## config.mk

```make
export PLATFORM = sky130hd
export DESIGN_NAME = bs_engine_dispatcher
export DESIGN_NICKNAME = d
export VERILOG_FILES = /design/src/rtl/bs_engine_dispatcher.sv
export SDC_FILE = /design/constraint.sdc
export NUM_CORES = 1
export LEC_CHECK = 0
export ABC_AREA = 1
export CAP_MARGIN = 20
export CELL_PAD_IN_SITES_DETAIL_PLACEMENT = 2
export CELL_PAD_IN_SITES_GLOBAL_PLACEMENT = 2
export CORE_MARGIN = 2
export CORE_UTILIZATION = 34
export CTS_BUF_LIST = sky130_fd_sc_hd__clkbuf_16
export DETAILED_ROUTE_END_ITERATION = 16
export MAX_ROUTING_LAYER = met4
export PLACE_DENSITY = 0.77
export SYNTH_ARGS = -nofsm -noshare
export SYNTH_HDL_FRONTEND = slang
export SYNTH_SLANG_ARGS = --single-unit
```

## constraint.sdc

```tcl
create_clock -name clk -period 2.67 [get_ports clk]
set_clock_uncertainty 0.15 [all_clocks]
set_input_delay 0.534 -clock clk [delete_from_list [all_inputs] [get_ports clk]]
set_output_delay 0.534 -clock clk [all_outputs]
set_load 0.05 [all_outputs]
```

## src/rtl/bs_engine_dispatcher.sv

```systemverilog
// Queues tagged option-pricing requests, hands each to the lowest-index idle engine,
// and funnels the (possibly out-of-order) engine results into a tagged response stream.
module bs_engine_dispatcher #(
  parameter int DATA_W      = 16,
  parameter int NUM_ENG     = 2,
  parameter int QUEUE_DEPTH = 4,
  parameter int TAG_W       = 4
) (
  input  logic                         clk,
  input  logic                         rst,
  input  logic                         req_valid,
  output logic                         req_ready,
  input  logic [DATA_W-1:0]            req_S,
  input  logic [DATA_W-1:0]            req_K,
  input  logic [DATA_W-1:0]            req_r,
  input  logic [DATA_W-1:0]            req_sigma,
  input  logic [DATA_W-1:0]            req_T,
  input  logic [TAG_W-1:0]             req_tag,
  output logic [NUM_ENG-1:0]           eng_start,
  output logic [NUM_ENG*DATA_W-1:0]    eng_S,
  output logic [NUM_ENG*DATA_W-1:0]    eng_K,
  output logic [NUM_ENG*DATA_W-1:0]    eng_r,
  output logic [NUM_ENG*DATA_W-1:0]    eng_sigma,
  output logic [NUM_ENG*DATA_W-1:0]    eng_T,
  input  logic [NUM_ENG-1:0]           eng_done,
  input  logic [NUM_ENG*DATA_W-1:0]    eng_price,
  output logic                         rsp_valid,
  input  logic                         rsp_ready,
  output logic [DATA_W-1:0]            rsp_price,
  output logic [TAG_W-1:0]             rsp_tag,
  output logic [$clog2(NUM_ENG+1)-1:0] busy_count,
  output logic                         err_spurious
);
  localparam int AW = $clog2(QUEUE_DEPTH);
  localparam int CW = AW + 1;
  localparam int EW = (NUM_ENG > 1) ? $clog2(NUM_ENG) : 1;
  localparam int BW = $clog2(NUM_ENG + 1);
  localparam logic [CW-1:0] FULL_CNT = CW'(QUEUE_DEPTH);

  typedef struct packed {
    logic [DATA_W-1:0] s;
    logic [DATA_W-1:0] k;
    logic [DATA_W-1:0] r;
    logic [DATA_W-1:0] sigma;
    logic [DATA_W-1:0] t;
    logic [TAG_W-1:0]  tag;
  } req_t;

  typedef struct packed {
    logic [DATA_W-1:0] price;
    logic [TAG_W-1:0]  tag;
  } rsp_t;

  typedef enum logic [1:0] {ENG_IDLE, ENG_RUN, ENG_HOLD} eng_state_e;

  req_t              reqMemQ [QUEUE_DEPTH];
  logic [AW-1:0]     reqWrPtrQ, reqRdPtrQ;
  logic [CW-1:0]     reqCntQ, reqCntD;
  logic              reqReadyQ;
  rsp_t              rspMemQ [QUEUE_DEPTH];
  logic [AW-1:0]     rspWrPtrQ, rspRdPtrQ;
  logic [CW-1:0]     rspCntQ, rspCntD;

  eng_state_e        stateQ [NUM_ENG];
  eng_state_e        stateD [NUM_ENG];
  req_t              engOpQ [NUM_ENG];
  logic [DATA_W-1:0] priceQ [NUM_ENG];
  logic [NUM_ENG-1:0] engStartQ, engStartD;
  logic [EW-1:0]     rrQ, rrD;
  logic [BW-1:0]     busyQ, busyD;
  logic              errQ, errD;

  logic              reqPush, rspPop, dispValid, drainValid;
  logic [EW-1:0]     dispSel, drainSel, idxE;
  req_t              reqIn;

  assign reqIn   = {req_S, req_K, req_r, req_sigma, req_T, req_tag};
  assign reqPush = req_valid && reqReadyQ;
  assign rspPop  = (rspCntQ != '0) && rsp_ready;

  // Descending scans let the lowest index (or the one nearest the pointer) win.
  always_comb begin
    dispValid  = 1'b0;
    dispSel    = '0;
    drainValid = 1'b0;
    drainSel   = '0;
    idxE       = '0;
    for (int i = NUM_ENG-1; i >= 0; i--) begin
      if (reqCntQ != '0 && stateQ[i] == ENG_IDLE) begin
        dispValid = 1'b1;
        dispSel   = EW'(i);
      end
    end
    for (int k = NUM_ENG-1; k >= 0; k--) begin
      idxE = EW'((int'(rrQ) + k) % NUM_ENG);
      if (rspCntQ != FULL_CNT && stateQ[idxE] == ENG_HOLD) begin
        drainValid = 1'b1;
        drainSel   = idxE;
      end
    end
  end

  always_comb begin
    errD      = errQ;
    engStartD = '0;
    rrD       = rrQ;
    busyD     = '0;
    for (int i = 0; i < NUM_ENG; i++) begin
      stateD[i] = stateQ[i];
      case (stateQ[i])
        ENG_IDLE: if (dispValid && dispSel == EW'(i)) stateD[i] = ENG_RUN;
        ENG_RUN:  if (eng_done[i]) stateD[i] = ENG_HOLD;
        ENG_HOLD: if (drainValid && drainSel == EW'(i)) stateD[i] = ENG_IDLE;
        default:  stateD[i] = ENG_IDLE;
      endcase
      if (eng_done[i] && stateQ[i] != ENG_RUN) errD = 1'b1;
      if (dispValid && dispSel == EW'(i)) engStartD[i] = 1'b1;
      if (stateD[i] != ENG_IDLE) busyD = busyD + BW'(1);
    end
    if (drainValid) rrD = EW'((int'(drainSel) + 1) % NUM_ENG);
    reqCntD = reqCntQ + CW'(reqPush) - CW'(dispValid);
    rspCntD = rspCntQ + CW'(drainValid) - CW'(rspPop);
  end

  always_ff @(posedge clk or negedge rst) begin
    if (!rst) begin
      for (int d = 0; d < QUEUE_DEPTH; d++) begin
        reqMemQ[d] <= '0;
        rspMemQ[d] <= '0;
      end
      for (int i = 0; i < NUM_ENG; i++) begin
        stateQ[i] <= ENG_IDLE;
        engOpQ[i] <= '0;
        priceQ[i] <= '0;
      end
      reqWrPtrQ <= '0;
      reqRdPtrQ <= '0;
      reqCntQ   <= '0;
      reqReadyQ <= 1'b0;
      rspWrPtrQ <= '0;
      rspRdPtrQ <= '0;
      rspCntQ   <= '0;
      engStartQ <= '0;
      rrQ       <= '0;
      busyQ     <= '0;
      errQ      <= 1'b0;
    end else begin
      reqCntQ   <= reqCntD;
      reqReadyQ <= (reqCntD != FULL_CNT);
      rspCntQ   <= rspCntD;
      engStartQ <= engStartD;
      rrQ       <= rrD;
      busyQ     <= busyD;
      errQ      <= errD;
      if (reqPush) begin
        reqMemQ[reqWrPtrQ] <= reqIn;
        reqWrPtrQ          <= reqWrPtrQ + AW'(1);
      end
      if (dispValid) begin
        engOpQ[dispSel] <= reqMemQ[reqRdPtrQ];
        reqRdPtrQ       <= reqRdPtrQ + AW'(1);
      end
      for (int i = 0; i < NUM_ENG; i++) begin
        stateQ[i] <= stateD[i];
        if (stateQ[i] == ENG_RUN && eng_done[i]) priceQ[i] <= eng_price[i*DATA_W +: DATA_W];
      end
      if (drainValid) begin
        rspMemQ[rspWrPtrQ] <= {priceQ[drainSel], engOpQ[drainSel].tag};
        rspWrPtrQ          <= rspWrPtrQ + AW'(1);
      end
      if (rspPop) rspRdPtrQ <= rspRdPtrQ + AW'(1);
    end
  end

  assign req_ready    = reqReadyQ;
  assign eng_start    = engStartQ;
  assign rsp_valid    = (rspCntQ != '0);
  assign rsp_price    = rspMemQ[rspRdPtrQ].price;
  assign rsp_tag      = rspMemQ[rspRdPtrQ].tag;
  assign busy_count   = busyQ;
  assign err_spurious = errQ;

  for (genvar g = 0; g < NUM_ENG; g++) begin : gEngOut
    assign eng_S[g*DATA_W +: DATA_W]     = engOpQ[g].s;
    assign eng_K[g*DATA_W +: DATA_W]     = engOpQ[g].k;
    assign eng_r[g*DATA_W +: DATA_W]     = engOpQ[g].r;
    assign eng_sigma[g*DATA_W +: DATA_W] = engOpQ[g].sigma;
    assign eng_T[g*DATA_W +: DATA_W]     = engOpQ[g].t;
  end
endmodule
```

==> results of run 1 <==
==> what timing repair did <==
item	4_1_cts	5_1_grt
hold endpoints to repair	60	0
pin swaps	0	5
gates cloned	0	0
resized for setup	9	10
buffers inserted	0	1
setup endpoints to repair	9	14
hold buffers	1	0
==> report_power, final <==
part | internal, µW | leakage [µW] | switching, µW | total [µW]
Combinational | 8180 | 0.00788 | 18000 | 26100
Sequential | 14300 | 0.00798 | 2530 | 16800
Clock | 5710 | 0.00121 | 4150 | 9850
==> metrics by stage <==
stage                     util, %  hold WS, ns
after floorplan                 -       0.0884
after global placement       38.5        0.268
after detailed placement     38.5        0.271
after CTS                    41.3        0.192
after global routing         41.4        0.212
final                        41.4        0.223
==> Yosys cell counts, types with 10 or more instances <==
cell type / count
o22ai_1: 20
buf_2: 96
buf_4: 161
o21ai_0: 459
inv_1: 157
a21oi_1: 38
buf_6: 10
o21ai_1: 98
nand2_1: 1111
nand4_1: 21
ha_1: 13
nor2_1: 399
clkbuf_1: 85
nand3_1: 84
nor2_2: 14
dfrtp_1: 641
==> cell families (layout without fill, tap and decap cells) <==
group	Yosys count	in the layout	synth area share, %
AO/OA/AOI/OAI	615	615	10.8
XOR/XNOR	8	8	0.245
adder cells (fa/ha/maj)	15	15	0.709
buffers and inverters	529	695	9.86
flip-flops	641	641	56.1
other	0	11	0
AND/OR/NAND/NOR	1638	1638	22.3
==> worst max-delay path, stage by stage, from the launching register on <==
cell     delay, ns
dfrtp_1       0.39
inv_1         0.13
buf_6         0.22
o21ai_0       0.16
o22ai_2       0.20
buf_4         0.24
==> final timing paths <==
path / startpoint / endpoint / slack (ns) / depth (start not counted)
min in group clk: rspMemQ[54]$_DFFE_PN0P_ / rspMemQ[54]$_DFFE_PN0P_ / 0.33 / 2
worst max register to register: stateQ[0]$_DFF_PN0_ / req_ready$_DFF_PN0_ / 0.16 / 12
worst max-delay path: rspRdPtrQ[0]$_DFFE_PN0P_ / rsp_price[1] / 0.04 / 5
max in group asynchronous: rst / reqMemQ[333]$_DFFE_PN0P_ / 1.19 / 4
worst min register to register: rspMemQ[54]$_DFFE_PN0P_ / rspMemQ[54]$_DFFE_PN0P_ / 0.33 / 2
worst min-delay path: rst / eng_r[31]$_DFFE_PN0P_ / 0.22 / 2
==> layer usage <==
| metal | vias up | part of all wire, % | track usage [%] |
|---|---|---|---|
| met3 | 154 | 3.7 | 4.22 |
| met1 | 12400 | 43 | 28.2 |
| met4 | 0 | 2.7 | 6.74 |
| li1 | 10900 | - | - |
| met5 | - | 0 | - |
| met2 | 388 | 51 | 41.4 |
==> sequential cells by signal (all words and copies together) (netlist names), 3 cells and up <==
name and cells:
reqMemQ 336, rspMemQ 80, eng_K 32, eng_S 32, eng_T 32, eng_r 32, eng_sigma 32, priceQ 32
engOpQ 8, stateQ 4, reqCntQ 3, rspCntQ 3
==> cell type report <==
class                   instances  area share, %
diodes                         11         0.0797
well taps                    1080           3.91
repair buffers                399           12.4
flip-flops and latches        641           46.5
clock buffers                  81           5.87
inverters                     166           1.84
multi-input cells            2276           28.6
clock inverters                49          0.834
==> results.tsv, run 1 <==
stage	metric	value	unit
run_status	status	finished, final reports clean	
sta	Slew @ Worst Pin	0.690	ns
finish	ratio of cells with drive above 1 in the final layout	7.00	%
place	gpl congestion	0.792	
route	Final ANT Viol Nets	0	
floorplanning	Vert. Die Dim	294	µm
yosys	post-synth top area share	56.1	%
route	DRC errors left	0	
sta	RSZ-0062 raised after global routing	yes	
sta	fin crit period	2.63	ns
global_route	total track usage	23.8	%
pwr	pwr/cell area	1530	nW/µm²
yosys	Post-synth EDFFs	0	
yosys	biggest area consumer among synthesized cells	dfrtp_1	
global_route	largest net degree at the start of global routing	101	
critical_path	Crit. End Element	output port	
pwr	peak supply drop	0.000849	V
critical_path	Setup crit start kind	flip-flop	
yosys	synthesized area	28600	µm²
floorplanning	Initial Util	34.3	%
clock_network	TritonCTS clock tree	yes	
yosys	Warnings, synthesis	0	
pwr	Lkg Pwr	0.0171	µW
yosys	synthesized flop and latch total	641	
yosys	predominant post-synthesis flop cell	dfrtp_1	
critical_path	CP max FO	21	
route	drt pass-1 iters	5	
clock_network	CTS Buf Count	76	
global_route	initial antenna violation count	12	
finish	Area Overhead vs Synth	20.7	%
yosys	asr flop ratio synth	100	%
sta	Slew headroom	54.0	%
critical_path	Worst Path Arrival	1.95	ns
sta	final worst slack	0.0357	ns
place	Final HPWL DP	63400	µm
critical_path	Critical Path RT	1.99	ns
finish	fin cells	4703	
yosys	post-synthesis cell type count	26	
finish	post-route cell area	34500	µm²
floorplanning	Core Area	83400	µm²
place	pre-CTS setup slack	-0.271	ns
pwr	Pwr Total	52800	µW
sta	final hold vios	0	
yosys	Synth area leaders	dfrtp_1 (56%), nand2_1 (15%), o21ai_0 (8.0%)	
clock_network	maximum root-to-sink buffer count	3	
finish	multi-input logic area	9860	µm²
finish	commonest non-fill, non-tap cell in the layout	nand2_1	
yosys	Cells after Synth	3446	
finish	flip-flop and latch area	16000	µm²
place	IO buf count	308	
finish	NumNets Final	3697	
route	per-cell routed wire length	21.0	µm
route	Vias	23900	
route	Initial DRC Count	1008	
sta	Final Cycle Share	98.7	%
floorplanning	I/O pin count	309	
global_route	gr ovfl total	0	
finish	most frequent cells in the layout	nand2_1 (1109), dfrtp_1 (639), o21ai_0 (459)	
yosys	Avg Inst Size Synth	8.30	µm²
flow_run	total of max-cap violations	0	
sta	setup tns final	0	ns
floorplanning	die area	86500	µm²
place	placed cell areas	32100	µm²
place	Cells after DPL	4560	
critical_path	type of the worst setup path	flip-flop to output port	
yosys	syn nets	3583	
clock_network	clock root buffer	clkbuf_16	
clock_network	H-tree depth	3	
route	Via density	5.09	
clock_network	CTS Sinks	641	
clock_network	Clk pin slew, worst setup/hold paths	0.06	ns
floorplanning	FP Rows	106	
sta	Final Max Slew Viols	0	
finish	number of fill cells	9141	
floorplanning	Die X	294	µm
clock_network	Skew-Pair Late Insertion Delay	0.61	ns
route	Routed WL	98900	µm
yosys	sequential area share after synthesis	56.1	%
worst_hold_path	HP Class	input port to async pin	
global_route	first-pass GRT wire length	158000	µm
sta	Max Freq	380	MHz
sta	setup violators final	0	
global_route	vias in the first global route	27600	
(Power assumes the default switching activity.)
==> inputs of run 2 (changes only) <==
Settings changed: CTS_BUF_LIST sky130_fd_sc_hd__clkbuf_16 to unset, GPL_ROUTABILITY_DRIVEN set to 0, PLACE_DENSITY 0.77 to unset, PLACE_DENSITY_LB_ADDON set to 0.1.
==> run 2 against run 1 <==
Net effect: sequential cell count unchanged; sequential power about the same; largest power group unchanged; worst setup slack improved by 0.028 ns; combinational power decreased by 2%; final area increased by 0.59%; sequential share of layout area decreased by 0.27 points; highest routed layer unchanged; register-to-register slack got worse by 0.02 ns; first-iteration DRC count increased by 2.5%; non-clock buffer count increased by 2.
==> results.tsv, run 2 (same netlist as run 1, synthesis figures left out) <==
stage	metric	value	unit	change
sta	setup violators final	0		unchanged
finish	fin cells	4712		+0.19%
run_status	status	finished, final reports clean		
clock_network	CTS Sinks	641		unchanged
critical_path	crit path cell chain	clkinv_4 > buf_12 > o21ai_0 > o22ai_2 > buf_4		
clock_network	Skew-Pair Late Insertion Delay	0.63	ns	+0.02 ns
sta	setup tns final	0	ns	unchanged
critical_path	Setup crit start kind	flip-flop		
global_route	first-pass GRT wire length	157000	µm	-0.46%
route	drt pass-1 iters	5		unchanged
floorplanning	Die X	294	µm	unchanged
sta	Max Freq	384	MHz	+1.1%
clock_network	maximum root-to-sink buffer count	3		unchanged
finish	multi-input logic area	9890	µm²	+0.29%
critical_path	cell class contributing the biggest share of worst-path delay	buffers and inverters		
sta	Final Cycle Share	97.6	%	-1.1 points
floorplanning	die area	86500	µm²	unchanged
critical_path	CP peak stage delay	0.42	ns	+0.03 ns
finish	most frequent cells in the layout	nand2_1 (1109), dfrtp_1 (637), o21ai_0 (452)		
global_route	largest net degree at the start of global routing	112		+11%
critical_path	Critical Path RT	1.99	ns	about the same
sta	RSZ-0062 raised after global routing	yes		
critical_path	CP max FO	9		-57%
global_route	Most Crowded Layer GR	met2		
global_route	met3 usage	3.54	%	-0.68 points
critical_path	Crit. End Element	output port		
clock_network	CTS Buf Count	77		+1.3%
route	Via density	5.04		-0.84%
route	Vias	23800		-0.65%
pwr	Lkg Pwr	0.0171	µW	+0.21%
floorplanning	I/O pin count	309		unchanged
finish	ratio of cells with drive above 1 in the final layout	7.76	%	+0.75 points
sta	Slew @ Worst Pin	0.860	ns	+0.171 ns
finish	flip-flop and latch area	16100	µm²	about the same
finish	Biggest register	reqMemQ		
global_route	total track usage	23.7	%	-0.10 points
clock_network	H-tree depth	3		unchanged
finish	post-route cell area	34700	µm²	+0.59%
route	Initial DRC Count	1033		+2.5%
sta	fin crit period	2.61	ns	-0.0284 ns
critical_path	Worst Path Arrival	1.92	ns	-0.03 ns
clock_network	Clk pin slew, worst setup/hold paths	0.06	ns	about the same
floorplanning	Core Area	83400	µm²	unchanged
route	per-cell routed wire length	20.8	µm	-1.3%
finish	NumNets Final	3700		+0.081%
global_route	M2 GR Usage	40.8	%	-0.68 points
finish	biggest regs	reqMemQ (336), rspMemQ (80)		
finish	Area Overhead vs Synth	21.4	%	
finish	max FFs per register	336		unchanged
place	Final HPWL DP	63300	µm	-0.18%
global_route	met1 usage	29.1	%	+0.87 points
global_route	initial antenna violation count	9		-3
floorplanning	Initial Util	34.3	%	unchanged
place	Cells after DPL	4558		-0.044%
flow_run	total of max-cap violations	0		unchanged
clock_network	TritonCTS clock tree	yes		
pwr	pwr/cell area	1520	nW/µm²	-0.29%
clock_network	clock root buffer	clkbuf_16		
route	Final ANT Viol Nets	0		unchanged
pwr	peak supply drop	0.000780	V	-8.2%
floorplanning	Vert. Die Dim	294	µm	unchanged
route	DRC errors left	0		unchanged
route	Routed WL	97800	µm	-1.1%
sta	final hold vios	0		unchanged
sta	Slew headroom	42.6	%	-11 points
global_route	vias in the first global route	27100		-1.8%
sta	Final Max Slew Viols	0		unchanged
critical_path	type of the worst setup path	flip-flop to output port		
worst_hold_path	HP Class	input port to async pin		
finish	number of fill cells	9190		+0.54%
floorplanning	FP Rows	106		unchanged
place	IO buf count	308		unchanged
finish	commonest non-fill, non-tap cell in the layout	nand2_1		
critical_path	Crit-path slowest cell	dfrtp_2		
critical_path	Crit path buffers/inverters	3		unchanged
place	placed cell areas	32000	µm²	-0.32%
global_route	gr ovfl total	0		unchanged
==> run 2: path summary, 6_finish.rpt <==
path | startpoint | slack (ns) | cells past startpoint | end
min in group clk | rspMemQ[33]$_DFFE_PN0P_ | 0.33 | 2 | rspMemQ[33]$_DFFE_PN0P_
worst min register to register | rspMemQ[33]$_DFFE_PN0P_ | 0.33 | 2 | rspMemQ[33]$_DFFE_PN0P_
worst max register to register | reqCntQ[2]$_DFF_PN0_ | 0.14 | 12 | req_ready$_DFF_PN0_
max in group asynchronous | rst | 1.13 | 3 | reqMemQ[186]$_DFFE_PN0P_
worst max-delay path | rspRdPtrQ[0]$_DFFE_PN0P_ | 0.06 | 5 | rsp_price[0]
worst min-delay path | rst | 0.26 | 2 | eng_sigma[5]$_DFFE_PN0P_
==> run 2: layout make-up <==
class                   count  share of cell area (%)
diodes                      9                  0.0649
clock buffers             123                    6.72
clock inverters            16                   0.461
inverters                 166                    1.84
multi-input cells        2276                    28.5
flip-flops and latches    641                    46.2
well taps                1080                    3.89
repair buffers            401                    12.3
==> run 2: what timing repair did <==
| action | 4_1_cts | 5_1_grt |
|---|---|---|
| gates cloned | 2 | 0 |
| endpoints found under the setup margin | 21 | 16 |
| endpoints found under the hold margin | 44 | 0 |
| hold buffers | 1 | 0 |
| setup buffers | 3 | 1 |
| pin swaps | 6 | 1 |
| resized for setup | 28 | 21 |
==> run 2: layer usage <==
metal,vias up,wire (µm)
met3,152,3650
met1,12300,42300
met4,0,2340
met2,367,49600
met5,-,0
li1,11000,-
==> run 2: report_power, final <==
part	internal [µW]	leakage, µW	total, µW	switching [µW]
Combinational	7980	0.00790	25700	17700
Sequential	14300	0.00798	16800	2540
Clock	6170	0.00123	10400	4270
Total	28400	0.0171	53000	24500
==> run 2: per-stage QoR <==
step                      hold WS (ns)  total power, µW  setup slack, ns  utilization, %
after CTS                        0.242            53800          -0.0202            41.5
final                            0.261            53000           0.0641            41.6
after detailed placement         0.300            42500           -0.128            38.3
after global routing             0.269            57100          -0.0100            41.6
after global placement           0.295            41100           -0.152            38.3
after floorplan                 0.0884            34000            0.284               -
==> inputs of run 3 (changes only) <==
Settings changed: REMOVE_ABC_BUFFERS set to 1.
==> run 3 against run 2 <==
Net effect: worst setup slack worse by 0.021 ns; global-route usage shrank 0.33 points; final cell count shrank 0.23%; fmax shrank 0.80%; register-to-register slack better by 0.07 ns; sequential share of layout area increased by 0.19 points; critical endpoint is now rsp_price[8]; non-clock buffer count is 8 lower; sequential power about the same; die area unchanged; combinational power about the same; clock power about the same.
==> results.tsv, run 3 (same netlist as run 1, synthesis figures left out) <==
stage	metric	value	unit	change
pwr	peak supply drop	0.000986	V	+27%
flow_run	total of max-cap violations	0		unchanged
route	per-cell routed wire length	20.6	µm	-0.97%
sta	Max Freq	381	MHz	-0.80%
floorplanning	I/O pin count	309		unchanged
global_route	met3 usage	3.29	%	-0.25 points
route	drt pass-1 iters	5		unchanged
global_route	initial antenna violation count	11		+2
critical_path	Worst Path Arrival	1.94	ns	+0.02 ns
global_route	vias in the first global route	27200		+0.59%
floorplanning	Vert. Die Dim	294	µm	unchanged
sta	setup violators final	0		unchanged
floorplanning	die area	86500	µm²	unchanged
worst_hold_path	WHS Path Cells	2		
route	DRC errors left	0		unchanged
route	Final ANT Viol Nets	0		unchanged
sta	setup tns final	0	ns	unchanged
pwr	NetSw	24300	µW	-0.84%
sta	Final Cycle Share	98.4	%	+0.79 points
finish	Biggest register	reqMemQ		
critical_path	R2R Setup Slk	0.21	ns	+0.07 ns
floorplanning	FP Rows	106		unchanged
clock_network	CTS Buf Count	76		-1.3%
finish	final core occ	41.5	%	-0.17 points
clock_network	clock root buffer	clkbuf_16		
critical_path	Crit. End Element	output port		
finish	Area Overhead vs Synth	20.9	%	
sta	final hold vios	0		unchanged
place	Final HPWL DP	62100	µm	-1.9%
floorplanning	Core Area	83400	µm²	unchanged
sta	fin crit period	2.63	ns	+0.0210 ns
finish	commonest non-fill, non-tap cell in the layout	nand2_1		
route	Via density	5.05		about the same
finish	NumNets Final	3691		-0.24%
sta	smallest hold slack	0.323	ns	+0.0625 ns
sta	RSZ-0062 raised after global routing	yes		
route	Vias	23700		-0.20%
pwr	Seq pwr share	31.9	%	+0.2 points
clock_network	Skew-Pair Late Insertion Delay	0.61	ns	-0.02 ns
global_route	first-pass GRT wire length	155000	µm	-1.0%
pwr	clock share of power	19.2	%	-0.5 points
global_route	M2 GR Usage	41.0	%	+0.20 points
critical_path	type of the worst setup path	flip-flop to output port		
sta	Final Max Slew Viols	0		unchanged
finish	max FFs per register	336		unchanged
clock_network	Clk pin slew, worst setup/hold paths	0.06	ns	about the same
run_status	status	finished, final reports clean		
finish	most frequent cells in the layout	nand2_1 (1110), dfrtp_1 (637), o21ai_0 (455)		
finish	biggest regs	reqMemQ (336), rspMemQ (80)		
clock_network	H-tree depth	3		unchanged
critical_path	CP max FO	9		unchanged
global_route	largest net degree at the start of global routing	116		+3.6%
global_route	met1 usage	28.2	%	-0.93 points
worst_hold_path	HP Class	flip-flop to flip-flop		
route	Initial DRC Count	1146		+11%
finish	ratio of cells with drive above 1 in the final layout	7.53	%	-0.22 points
pwr	cell internal pwr	28200	µW	-0.67%
route	Routed WL	96700	µm	-1.2%
place	IO buf count	308		unchanged
global_route	Most Crowded Layer GR	met2		
global_route	gr ovfl total	0		unchanged
critical_path	R2R depth	12		unchanged
pwr	Lkg Pwr	0.0171	µW	-0.34%
pwr	pwr/cell area	1520	nW/µm²	-0.33%
pwr	Sw Share	46.3	%	about the same
sta	Slew @ Worst Pin	0.753	ns	-0.107 ns
clock_network	CTS Sinks	641		unchanged
sta	Slew headroom	49.8	%	+7.1 points
critical_path	Setup crit start kind	flip-flop		
clock_network	maximum root-to-sink buffer count	3		unchanged
clock_network	TritonCTS clock tree	yes		
pwr	Logic pwr share	48.9	%	+0.4 points
floorplanning	Initial Util	34.3	%	unchanged
floorplanning	Die X	294	µm	unchanged
global_route	total track usage	23.4	%	-0.33 points
critical_path	Critical Path RT	1.99	ns	about the same
## run 3: path summary, 6_finish.rpt
kind	to	startpoint
min in group asynchronous	rspMemQ[16]$_DFFE_PN0P_	rst
max reg2reg	req_ready$_DFF_PN0_	reqCntQ[1]$_DFF_PN0_
max in group asynchronous	reqMemQ[291]$_DFFE_PN0P_	rst
max	rsp_price[8]	rspRdPtrQ[1]$_DFFE_PN0P_
min reg2reg	err_spurious$_DFFE_PN0P_	err_spurious$_DFFE_PN0P_
min	err_spurious$_DFFE_PN0P_	err_spurious$_DFFE_PN0P_
## run 3: metrics by stage
stage                     total power, µW  worst slack, ns  std cells  cell area (µm²)
after CTS                           53200         -0.00803       4685            34500
after floorplan                     31700            -3.00       3083            26400
after global placement              41000           -0.184       4549            31900
after global routing                56600         -0.00274       4701            34600
after detailed placement            42300           -0.190       4549            31900
final                               52600           0.0431       4701            34600
## run 3: area by class of cell
| type | instances | area, µm² |
|---|---|---|
| Clock inverter | 19 | 124 |
| Inverter | 166 | 641 |
| Tap cell | 1080 | 1350 |
| Sequential cell | 641 | 16100 |
| Clock buffer | 115 | 2260 |
| Antenna cell | 11 | 27.5 |
| Timing Repair Buffer | 393 | 4220 |
| Fill cell | 9146 | 48800 |
| Multi-Input combinational cell | 2276 | 9900 |
## run 3: worst max-delay path: stages, from the launching register on
cell and delay (ns):
dfrtp_2 0.43, buf_12 0.15, inv_8 0.06, buf_6 0.13
o21ai_0 0.11, o22ai_2 0.20, buf_4 0.24
## run 3: power groups by stage
| stage | registers (µW) | clock network (µW) | logic [µW] |
|---|---|---|---|
| 2_1_floorplan | 20200 | 0 | 11500 |
| 3_3_place_gp | 16600 | 0 | 24400 |
| 3_5_place_dp | 16900 | 0 | 25500 |
| 4_1_cts | 16800 | 10400 | 26000 |
| 5_1_grt | 17300 | 10800 | 28500 |
| 6_report | 16800 | 10100 | 25700 |
## run 3: metal layers
| layer | wire length (µm) | share of wire, % | vias up |
|---|---|---|---|
| li1 | - | - | 10900 |
| met1 | 41700 | 43 | 12300 |
| met2 | 50000 | 52 | 331 |
| met3 | 3000 | 3.1 | 125 |
| met4 | 2040 | 2.1 | 0 |
| met5 | 0 | 0 | - |
## run 3: what timing repair did
action / CTS / global route
hold buffers: 1 / 0
pin swaps: 5 / 3
endpoints found under the setup margin: 20 / 14
gates cloned: 1 / 1
setup buffers: 0 / 4
resized for setup: 37 / 12
hold endpoints to repair: 29 / 0
